===== src/rtl/proc_pkg.sv =====
// Shared types and constants for the 9-bit enhanced processor control path.
// Instruction layout: IR[8:6] opcode, IR[5:3] Rx, IR[2:0] Ry.
package proc_pkg;

    localparam int DATA_W = 9;
    localparam int OPC_W  = 3;

    typedef enum logic [2:0] {
        T0 = 3'd0,
        T1 = 3'd1,
        T2 = 3'd2,
        T3 = 3'd3,
        T4 = 3'd4,
        T5 = 3'd5
    } state_t;

    localparam logic [OPC_W-1:0] OPC_MV   = 3'b000;
    localparam logic [OPC_W-1:0] OPC_MVI  = 3'b001;
    localparam logic [OPC_W-1:0] OPC_ADD  = 3'b010;
    localparam logic [OPC_W-1:0] OPC_SUB  = 3'b011;
    localparam logic [OPC_W-1:0] OPC_LD   = 3'b100;
    localparam logic [OPC_W-1:0] OPC_ST   = 3'b101;
    localparam logic [OPC_W-1:0] OPC_MVNZ = 3'b110;
    localparam logic [OPC_W-1:0] OPC_NOP  = 3'b111;

    // One-hot register select for the Rin/Rout enable vectors.
    function automatic logic [7:0] reg_sel(input logic [2:0] r);
        return 8'd1 << r;
    endfunction

endpackage


===== src/rtl/proc_decode.sv =====
// Combinational control decoder: maps the current step, instruction and
// G-nonzero flag onto every datapath control line.
module proc_decode
    import proc_pkg::*;
(
    input  state_t            state,
    input  logic [DATA_W-1:0] IR,
    input  logic              run,
    input  logic              G_nz,
    output logic [7:0]        Rin,
    output logic [7:0]        Rout,
    output logic              Ain,
    output logic              Gin,
    output logic              Gout,
    output logic              Dinout,
    output logic              AddSub,
    output logic              ADDRin,
    output logic              Doutin,
    output logic              W_D,
    output logic              incr_pc,
    output logic              done
);

    logic [OPC_W-1:0] opc;
    logic [2:0]       rx;
    logic [2:0]       ry;

    assign opc = IR[DATA_W-1 -: OPC_W];
    assign rx  = IR[5:3];
    assign ry  = IR[2:0];

    always_comb begin
        Rin     = '0;
        Rout    = '0;
        Ain     = 1'b0;
        Gin     = 1'b0;
        Gout    = 1'b0;
        Dinout  = 1'b0;
        AddSub  = 1'b0;
        ADDRin  = 1'b0;
        Doutin  = 1'b0;
        W_D     = 1'b0;
        incr_pc = 1'b0;
        done    = 1'b0;
        case (state)
            T0: begin
                if (run) begin
                    Rout   = reg_sel(3'd7);
                    ADDRin = 1'b1;
                end
            end
            T1: incr_pc = 1'b1;
            T2: ;
            T3: begin
                case (opc)
                    OPC_MV: begin
                        Rout = reg_sel(ry);
                        Rin  = reg_sel(rx);
                        done = 1'b1;
                    end
                    OPC_MVI: begin
                        Rout   = reg_sel(3'd7);
                        ADDRin = 1'b1;
                    end
                    OPC_ADD, OPC_SUB: begin
                        Rout = reg_sel(rx);
                        Ain  = 1'b1;
                    end
                    OPC_LD, OPC_ST: begin
                        Rout   = reg_sel(ry);
                        ADDRin = 1'b1;
                    end
                    OPC_MVNZ: begin
                        if (G_nz) begin
                            Rout = reg_sel(ry);
                            Rin  = reg_sel(rx);
                        end
                        done = 1'b1;
                    end
                    default: done = 1'b1;
                endcase
            end
            T4: begin
                // ld uses T4 purely as the memory read latency cycle.
                case (opc)
                    OPC_MVI: incr_pc = 1'b1;
                    OPC_ADD, OPC_SUB: begin
                        Rout   = reg_sel(ry);
                        Gin    = 1'b1;
                        AddSub = (opc == OPC_SUB);
                    end
                    OPC_ST: begin
                        Rout   = reg_sel(rx);
                        Doutin = 1'b1;
                        W_D    = 1'b1;
                        done   = 1'b1;
                    end
                    default: ;
                endcase
            end
            T5: begin
                case (opc)
                    OPC_MVI, OPC_LD: begin
                        Dinout = 1'b1;
                        Rin    = reg_sel(rx);
                        done   = 1'b1;
                    end
                    OPC_ADD, OPC_SUB: begin
                        Gout = 1'b1;
                        Rin  = reg_sel(rx);
                        done = 1'b1;
                    end
                    default: ;
                endcase
            end
            default: ;
        endcase
    end

endmodule


===== src/rtl/proc_control.sv =====
// Multi-cycle control FSM: holds the step register and the instruction
// register, and sequences fetch/execute through the decoder.
module proc_control
    import proc_pkg::*;
(
    input  logic              clk,
    input  logic              rst,
    input  logic              run,
    input  logic [DATA_W-1:0] Din,
    input  logic              G_nz,
    output logic [7:0]        Rin,
    output logic [7:0]        Rout,
    output logic              Ain,
    output logic              Gin,
    output logic              Gout,
    output logic              Dinout,
    output logic              AddSub,
    output logic              ADDRin,
    output logic              Doutin,
    output logic              W_D,
    output logic              incr_pc,
    output logic              done,
    output logic [DATA_W-1:0] IR
);

    state_t            state;
    state_t            next_state;
    logic [DATA_W-1:0] ir_q;

    assign IR = ir_q;

    proc_decode u_decode (
        .state   (state),
        .IR      (ir_q),
        .run     (run),
        .G_nz    (G_nz),
        .Rin     (Rin),
        .Rout    (Rout),
        .Ain     (Ain),
        .Gin     (Gin),
        .Gout    (Gout),
        .Dinout  (Dinout),
        .AddSub  (AddSub),
        .ADDRin  (ADDRin),
        .Doutin  (Doutin),
        .W_D     (W_D),
        .incr_pc (incr_pc),
        .done    (done)
    );

    // The decoder's done flag marks the final step of every instruction,
    // so execute steps return to T0 on done and otherwise advance.
    always_comb begin
        next_state = T0;
        case (state)
            T0:      next_state = run ? T1 : T0;
            T1:      next_state = T2;
            T2:      next_state = T3;
            T3:      next_state = done ? T0 : T4;
            T4:      next_state = done ? T0 : T5;
            T5:      next_state = T0;
            default: next_state = T0;
        endcase
    end

    always_ff @(posedge clk) begin
        if (rst) begin
            state <= T0;
            ir_q  <= '0;
        end else begin
            state <= next_state;
            if (state == T2) begin
                ir_q <= Din;
            end
        end
    end

endmodule


===== config.mk =====
export PLATFORM = sky130hd
export DESIGN_NAME = proc_control
export DESIGN_NICKNAME = d
export VERILOG_FILES = /design/src/rtl/proc_pkg.sv /design/src/rtl/proc_decode.sv /design/src/rtl/proc_control.sv
export SDC_FILE = /design/constraint.sdc
export NUM_CORES = 1
export LEC_CHECK = 0
export CORE_MARGIN = 2
export CORE_UTILIZATION = 36
export DETAILED_ROUTE_END_ITERATION = 10
export GPL_TIMING_DRIVEN = 0
export HOLD_SLACK_MARGIN = 0.12
export PLACE_DENSITY = 0.8
export SYNTH_ARGS = -nofsm -noshare
export SYNTH_HDL_FRONTEND = slang
export SYNTH_SLANG_ARGS = --single-unit

===== constraint.sdc =====
create_clock -name clk -period 2.15 [get_ports clk]
set_clock_uncertainty 0.2 [all_clocks]
set_input_delay 0.645 -clock clk [delete_from_list [all_inputs] [get_ports clk]]
set_output_delay 0.645 -clock clk [all_outputs]
set_load 0.1 [all_outputs]

==> summary.md, run 1 <==
| Metric | Value |
|---|---|
| Outcome | aborted with a tool error |
| Exit stage | global routing (5_1_grt) |
| First logged error message | [ERROR DPL-0038] Utilization greater than 100%, impossible to legalize |
| DPL Wire Length | 2537 um |
| Weighted congestion reported at the end of routability-driven placement | 0.8142 |
| Die outline width | 55.87 um |
| Cell Area, Synth | 968.4 sq um |
| Post-Synthesis Net Count | 146 |
| Pin count of the biggest net entering global routing | 11 |
| Max H-tree Level | 1 |
| Synth Register Bits | 12 |
| Number of buffers created by CTS | 3 |
| Number of top-level design ports | 48 |
| Count of hold-fix buffers inserted at cts | 0 |
| Maximum clock path buffer count | 2 |
| DIE HEIGHT | 55.87 um |
| Part of the Yosys area used for sequential elements | 0.2481 |
| Quantity of I/O buffers inserted on ports | 47 |
| Initial standard-cell utilization of the core | 0.3839 |
| Yosys warnings | 0 |
| Number of sinks driven by the clock tree | 12 |
| Worst setup timing slack at the placement stage | -1.942 ns |
| Avg Cell Area, Syn | 7.281 sq um |
| Total cell area at the placement stage | 0.001842 sq mm |
| Pin ending the worst setup path after global-route repair | Rout[6] |
| Synthesized instance count | 133 |
| Count of cell types in the netlist | 36 |
| Type of pin the worst path ends at | output port |
| Clock root buffer | sky130_fd_sc_hd__clkbuf_4 |
| Std-Cell Rows | 18 |
-- stage by stage --
step                setup TNS (ns)  instances  utilization  hold WS, ns
CTS                         -13.75        233       0.9514       0.3193
floorplan                   -21.03        133            -       0.3106
global placement            -38.84        210       0.7302       0.3000
detailed placement          -39.36        210       0.7302       0.3072
-- kinds of logic after synthesis --
group                  count (synthesis)  synth area share
flip-flops                            12            0.2481
AO/OA/AOI/OAI                         39            0.2662
AND/OR/NAND/NOR                       63            0.3540
XOR/XNOR                               2           0.01809
buffers and inverters                 13           0.07235
multiplexers                           4           0.04135
-- cells in the mapped netlist (all sizes together) --
cell | count | area [sq um]
or3b | 1 | 11.26
a22o | 1 | 8.760
o22ai | 9 | 56.30
o21bai | 1 | 7.510
or2 | 3 | 18.77
and3 | 1 | 6.260
nor2b | 4 | 25.02
nand2 | 11 | 43.80
dfxtp | 12 | 240.2
a21boi | 1 | 7.510
xnor2 | 2 | 17.52
nand2b | 10 | 65.06
nand3 | 1 | 5.000
o32ai | 1 | 27.53
nor3 | 11 | 55.05
or3 | 1 | 6.260
buf | 5 | 40.04
clkbuf | 6 | 22.52
a31oi | 1 | 6.260
nand3b | 3 | 22.52
a2111oi | 1 | 8.760
nor3b | 4 | 30.03
o211ai | 2 | 15.01
nor2 | 13 | 53.80
mux2i | 4 | 40.04
inv | 2 | 7.510
o21ai | 9 | 45.04
a32oi | 2 | 17.52
a21oi | 10 | 50.05
a211oi | 1 | 7.510
-- timing repair --
item | CTS
setup endpoints to repair | 35
gates cloned | 0
setup buffers | 21
resized for setup | 292
pin swaps | 19
==> run 2, diff against run 1 <==
Settings changed: CORE_UTILIZATION 36 to 25, HOLD_SLACK_MARGIN 0.12 to not set, PLACE_DENSITY 0.8 to not set, PLACE_DENSITY_LB_ADDON set to 0.15.
Clock period 2.15 ns to 2.8 ns, I/O delays scaled along.
==> run 2 against run 1 <==
  * The flow now finishes, with violations (negative setup slack)
  * Synthesized cell count unchanged
  * Area after synthesis unchanged
==> summary.md, run 2 <==
| Metric | Value |
|---|---|
| Yosys warnings | 0 |
| Remaining antenna violation count after routing | 0 |
| Count of cell types in the netlist | 36 |
| Clock insertion delay at the later pin of the skew report | 0.23 ns |
| Number of sinks driven by the clock tree | 12 |
| Weighted congestion reported at the end of routability-driven placement | 0.8369 |
| End of the critical path | Rout[4] |
| Synth Register Bits | 12 |
| Maximum ir drop on the vdd rail | 189.1 uV |
| Outcome | finished with violations |
| Std-Cell Rows | 22 |
| DPL Wire Length | 2663 um |
| Number of standard cells in the layout, taps in and fillers out | 244 |
| Detailed-routing iteration count for the pre-antenna-repair pass | 4 |
| Total overflow reported by the global router | 0 |
| Number of buffers created by CTS | 3 |
| Cell Area, Synth | 968.4 sq um |
| Layout overhead on the synthesized area | 126.2% |
| Transition time at the pin with the least slew margin | 0.9732 ns |
| Top post-synthesis cells by count | sky130_fd_sc_hd__dfxtp_1, sky130_fd_sc_hd__nor2_1, sky130_fd_sc_hd__nor3_1, sky130_fd_sc_hd__a21oi_1, sky130_fd_sc_hd__nand2_1 |
| Number of antenna violations at the first check in global routing | 0 |
| Leading cell type in the layout, fill and taps excluded | sky130_fd_sc_hd__buf_12 |
| Detailed-route vias per instance | 5.107 |
| Count of fill cells added during filler insertion | 325 |
| Critical path type | reg2out |
| DR vias | 1246 |
| Pin count of the biggest net entering global routing | 11 |
| Final count of negative-setup-slack endpoints | 16 |
| DIE HEIGHT | 66.24 um |
| First DRT Iteration DRCs | 28 |
| Count of cells along the worst register-to-register path | 4 |
| Synthesized instance count | 133 |
| Most frequent cell after synthesis | sky130_fd_sc_hd__dfxtp_1 |
| Max reg flops | 9 |
| Critical path fanouts, max | 5 |
| Worst Setup SP | state[1] |
| Count of hold-fix buffers inserted at cts | 0 |
| Violations in the final reports | negative setup slack |
| Sum of routed wire length over all layers | 3681 um |
| Number of global-route vias before repair | 1300 |
| Ant diodes | 0 |
| Final Worst Setup Slack | -0.2288 ns |
| Worst hold path stage count | 2 |
| Max H-tree Level | 1 |
| Leakage | 0.0008148 uW |
| Number of top-level design ports | 48 |
| Number of pins exceeding their max-slew limit in the final report | 0 |
| Path type of the worst min-delay path | reg2reg |
| Clock root buffer | sky130_fd_sc_hd__clkbuf_8 |
| Floorplan die area | 0.004388 sq mm |
| Async set-or-reset flop fraction in the synthesized netlist | 0 |
| Worst setup timing slack at the placement stage | -1.780 ns |
| Final hold violation count | 0 |
| Reg2Reg Setup Slack | 1.12 ns |
| Total power density per cell area | 321.6 mW/mm^2 |
| RSZ-0062 raised after global routing | true |
| Area of the core region | 0.003689 sq mm |
| Avg Cell Area, Syn | 7.281 sq um |
| Kind of end point of the critical path | output pin |
| Initial standard-cell utilization of the core | 0.2626 |
| RR Startpoint | state[2] |
| Portion of the clock cycle consumed by the worst path in the final layout | 1.082 |
| Maximum Capacitance Violations | 0 |
| CTS clk-pin slew, worst paths | 0.05 ns |
| Part of the Yosys area used for sequential elements | 0.2481 |
| Top cell type by total area after synthesis | sky130_fd_sc_hd__dfxtp_1 |
| Proportion of layout cells with a drive suffix above 1 | 0.5051 |
| Commonest cells after routing, fill and taps aside | sky130_fd_sc_hd__buf_12, sky130_fd_sc_hd__clkdlybuf4s50_1, sky130_fd_sc_hd__nor2_1, sky130_fd_sc_hd__buf_4 |
| Critical Path Source Type | flop |
| Quantity of I/O buffers inserted on ports | 47 |
| Fin crit period | 3.029 ns |
| Area share of the largest cell type after synthesis | 0.2481 |
| Worst Hold Slack | 0.3255 ns |
| Post-Synthesis Net Count | 146 |
| Die outline width | 66.24 um |
| CTS tree | done |
| Endpoint of the lowest-slack register-to-register path | IR[2] |
| Required @ worst endpoint | 1.76 ns |
| Total Routing Usage GR | 0.1819 |
| Maximum clock path buffer count | 2 |
| Worst EP arrival | 1.99 ns |
| Post-route DRC violation count | 0 |
| Most used DFF post-synth | sky130_fd_sc_hd__dfxtp_1 |
| Maximum operating frequency | 0.3302 GHz |
| Total number of nets in the final design | 210 |
| Cell types occupying the most area after synthesis | sky130_fd_sc_hd__dfxtp_1, sky130_fd_sc_hd__nand2b_1, sky130_fd_sc_hd__o22ai_1 |
| EDFF count, synth | 0 |
| Normalized max-slew margin | 0.3491 |
| Number of instances in the placed design | 228 |
| Global-route wire length before repair | 6265 um |
| Wirelength per Cell | 15.09 um |
==> run 2: per-stage QoR <==
step / util / cell area, sq um / total power [uW] / setup TNS, ns
floorplan: - / 1264 / 443.7 / -11.59
global placement: 0.4864 / 1794 / 515.5 / -30.32
detailed placement: 0.4864 / 1794 / 519.5 / -30.97
CTS: 0.5760 / 2125 / 705.0 / -2.659
global route: 0.5940 / 2191 / 743.9 / -4.000
finish: 0.5940 / 2191 / 704.5 / -2.534
==> run 2: worst max-delay path, stage by stage, from the launching register on <==
cell and delay, ns:
sky130_fd_sc_hd__dfxtp_2 0.32, sky130_fd_sc_hd__buf_6 0.11, sky130_fd_sc_hd__or3b_4 0.43, sky130_fd_sc_hd__o32ai_4 0.32, sky130_fd_sc_hd__nand2_4 0.13, sky130_fd_sc_hd__o22ai_4 0.24, sky130_fd_sc_hd__buf_12 0.20
==> run 2: worst min path at each step <==
| stage | to | slack [ns] | from |
|---|---|---|---|
| 2_1_floorplan | state[1] | 0.31 | state[2] |
| 3_3_place_gp | IR[4] | 0.31 | IR[4] |
| 3_5_place_dp | IR[4] | 0.33 | IR[4] |
| 4_1_cts | IR[4] | 0.34 | IR[4] |
| 5_1_grt | IR[4] | 0.36 | IR[4] |
| 6_report | IR[4] | 0.33 | IR[4] |
==> run 2: final cells by class <==
cell class                      count  area, sq um  share of cell area
Buffer                             10        98.84             0.04512
Clock buffer                        3        41.29             0.01885
Clock inverter                      1        3.754            0.001713
Inverter                            2        7.507            0.003427
Multi-Input combinational cell    108        982.2              0.4483
Sequential cell                    12        257.7              0.1176
Tap cell                           48        60.06             0.02741
Timing Repair Buffer               60        739.5              0.3375
==> run 2: report_power, final <==
| group | leakage [uW] | internal [uW] | total, uW | switching [uW] |
|---|---|---|---|---|
| sequential | 0.000102 | 183 | 199 | 15.7 |
| combinational | 0.000689 | 115 | 350 | 236 |
| clock | 0.0000231 | 96.3 | 155 | 58.8 |
| total | 0.000815 | 394 | 705 | 310 |
==> run 2: what timing repair did <==
item,CTS,global route
setup endpoints to repair,32,26
pin swaps,12,6
resized for setup,227,13
buffers inserted,12,2
==> run 2: metal layers <==
layer,vias to the layer above,GRT usage,part of all wire
met1,602,0.2340,0.43
met5,-,0,0
li1,612,-,-
met3,2,0.02726,0.039
met4,0,0.03061,0.0024
met2,30,0.3225,0.53
==> run 2: logic make-up after synthesis <==
family / share of synthesized area
compound gates: 0.2662
xor+xnor: 0.01809
buf+inv: 0.07235
flops: 0.2481
simple gates: 0.3540
mux: 0.04135
No activity file was read; power rests on OpenSTA's default activity.
==> run 3, diff against run 2 <==
--- a/config.mk
+++ b/config.mk
@@ -11,3 +11,5 @@
 export GPL_TIMING_DRIVEN = 0
+export MAX_ROUTING_LAYER = met4
 export PLACE_DENSITY_LB_ADDON = 0.15
+export REMOVE_ABC_BUFFERS = 1
 export SYNTH_ARGS = -nofsm -noshare
==> constraint.sdc (replaced) <==
create_clock -name clk -period 2.8 [get_ports clk]
set_clock_uncertainty 0.2 [all_clocks]
set_input_delay 0.56 -clock clk [delete_from_list [all_inputs] [get_ports clk]]
set_output_delay 0.56 -clock clk [all_outputs]
set_load 0.1 [all_outputs]
==> run 3 against run 2 <==
  * Fmax increased by 9.8%
  * Hold slack worse by 0.028 ns
  * Critical endpoint is now Rout[2]
  * The run now ends clean
  * Highest routed layer unchanged
  * Sequential share of layout area rose by 3.7 points
==> summary.md, run 3 (synthesis results as in run 2) <==
| Metric | Value |
|---|---|
| Outcome | complete, no violations |
| Floorplan die area | 0.004388 sq mm |
| End of the critical path | Rout[2] |
| Final count of negative-setup-slack endpoints | 0 |
| Commonest cells after routing, fill and taps aside | sky130_fd_sc_hd__clkdlybuf4s50_1, sky130_fd_sc_hd__buf_6, sky130_fd_sc_hd__nor2_1 |
| Number of buffers created by CTS | 3 |
| Total cell area at the placement stage | 0.001436 sq mm |
| Clock insertion delay at the later pin of the skew report | 0.24 ns |
| Total overflow reported by the global router | 0 |
| Critical path type | reg2out |
| Final Worst Setup Slack | 0.04204 ns |
| Leading cell type in the layout, fill and taps excluded | sky130_fd_sc_hd__clkdlybuf4s50_1 |
| Count of hold-fix buffers inserted at cts | 0 |
| Leakage | 0.0005538 uW |
| Number of top-level design ports | 48 |
| Maximum operating frequency | 0.3626 GHz |
| Wirelength per Cell | 13.61 um |
| Total power draw | 634.9 uW |
| DR vias | 1097 |
| Total power density per cell area | 388.5 mW/mm^2 |
| Critical path fanouts, max | 21 |
| Remaining antenna violation count after routing | 0 |
| Die outline width | 66.24 um |
| RSZ-0062 raised after global routing | true |
| DPL Wire Length | 2202 um |
| Proportion of layout cells with a drive suffix above 1 | 0.3506 |
| Std-Cell Rows | 22 |
| Required @ worst endpoint | 2.04 ns |
| DIE HEIGHT | 66.24 um |
| CTS tree | done |
| Pin count of the biggest net entering global routing | 22 |
| Global-route wire length before repair | 4761 um |
| Clock root buffer | sky130_fd_sc_hd__clkbuf_8 |
| First DRT Iteration DRCs | 62 |
| Transition time at the pin with the least slew margin | 0.9902 ns |
| Kind of end point of the critical path | output pin |
| Fin crit period | 2.758 ns |
| Number of global-route vias before repair | 1016 |
| Maximum ir drop on the vdd rail | 223.4 uV |
| Number of pins exceeding their max-slew limit in the final report | 0 |
| Final hold violation count | 0 |
| Ant diodes | 0 |
| Worst EP arrival | 2.00 ns |
| Number of antenna violations at the first check in global routing | 0 |
| Worst setup timing slack at the placement stage | -0.9760 ns |
| Layout overhead on the synthesized area | 68.73% |
| Total number of nets in the final design | 189 |
| Final standard cell area without fillers | 0.001634 sq mm |
| Initial standard-cell utilization of the core | 0.2626 |
| Path type of the worst min-delay path | reg2reg |
| Normalized max-slew margin | 0.3388 |
| CTS clk-pin slew, worst paths | 0.05 ns |
| Max H-tree Level | 1 |
| Max reg flops | 9 |
| Detailed-routing iteration count for the pre-antenna-repair pass | 4 |
| Count of cells along the worst register-to-register path | 4 |
| Endpoint of the lowest-slack register-to-register path | state[0] |
| Critical Path Source Type | flop |
| Portion of the clock cycle consumed by the worst path in the final layout | 0.9850 |
| Sum of routed wire length over all layers | 3021 um |
| Quantity of I/O buffers inserted on ports | 47 |
| RR Startpoint | IR[8] |
| Weighted congestion reported at the end of routability-driven placement | 0.7343 |
| Area of the core region | 0.003689 sq mm |
| Maximum clock path buffer count | 2 |
| Setup TNS Final | 0 ns |
| Count of fill cells added during filler insertion | 389 |
| Maximum Capacitance Violations | 0 |
| Reg2Reg Setup Slack | 1.17 ns |
| Post-route DRC violation count | 0 |
| Number of sinks driven by the clock tree | 12 |
| Total Routing Usage GR | 0.1421 |
| Detailed-route vias per instance | 4.941 |
| Worst Setup SP | state[0] |
[run 3: cell types whose count changed in the layout (fill, tap and decap cells not counted), moves of 7 or more]
cell                              previous run  this run
sky130_fd_sc_hd__buf_12                     19         0
sky130_fd_sc_hd__buf_4                      11         2
sky130_fd_sc_hd__clkdlybuf4s50_1            12        19
sky130_fd_sc_hd__o22ai_4                     8         0
[run 3: layout make-up]
| class | instances | area, sq um | area share |
|---|---|---|---|
| Clock buffer | 3 | 41.29 | 0.02527 |
| Inverter | 2 | 7.507 | 0.004594 |
| Multi-Input combinational cell | 108 | 760.7 | 0.4655 |
| Sequential cell | 12 | 252.7 | 0.1547 |
| Tap cell | 48 | 60.06 | 0.03675 |
| Timing Repair Buffer | 49 | 511.7 | 0.3132 |
[run 3: how the worst min path moves through the flow]
| stage | start | to | slack (ns) | cells after the start |
|---|---|---|---|---|
| floorplan | state[2] | state[1] | 0.36 | 1 |
| global placement | IR[4] | IR[4] | 0.35 | 2 |
| detailed placement | IR[2] | IR[2] | 0.35 | 2 |
| CTS | state[2] | state[1] | 0.35 | 1 |
| global route | state[2] | state[1] | 0.32 | 1 |
| finish | state[2] | state[1] | 0.30 | 1 |
[run 3: power by group]
group	internal (uW)	switching, uW	leakage (uW)
Clock	94.5	59.8	0.0000216
Sequential	183	35.3	0.000101
Combinational	81.1	181	0.000431
Total	359	276	0.000554
[run 3: routing by layer]
layer	up-vias	GRT usage	share of wire
li1	566	-	-
met1	491	0.1920	0.49
met2	36	0.2200	0.46
met3	4	0.02215	0.043
met4	0	0.03827	0.0063
met5	-	-	0
[run 3: through the flow]
step,util,std cells,hold WS [ns]
after floorplan,-,122,0.3559
after global placement,0.3894,217,0.3549
after detailed placement,0.3894,217,0.3455
after CTS,0.4037,222,0.3486
after global routing,0.4430,222,0.3202
final,0.4430,222,0.2980
[run 3: repair_timing]
item / CTS / global route
hold endpoints to repair: 0 / 0
setup endpoints to repair: 28 / 23
gates resized for setup: 142 / 39
pin swaps: 0 / 9
setup buffers: 2 / 0
[run 3: critical path: stages, from the launching register on]
cell                       delay (ns)
sky130_fd_sc_hd__dfxtp_4         0.42
sky130_fd_sc_hd__or3b_4          0.44
sky130_fd_sc_hd__o32ai_4         0.31
sky130_fd_sc_hd__nand2b_2        0.14
sky130_fd_sc_hd__o22ai_1         0.19
sky130_fd_sc_hd__buf_6           0.25
==> run 4, diff against run 3 <==
Settings changed: HOLD_SLACK_MARGIN set to 0.06.
==> results of run 4 <==
The final DEF is identical to that of run 3; final timing and power are the same.
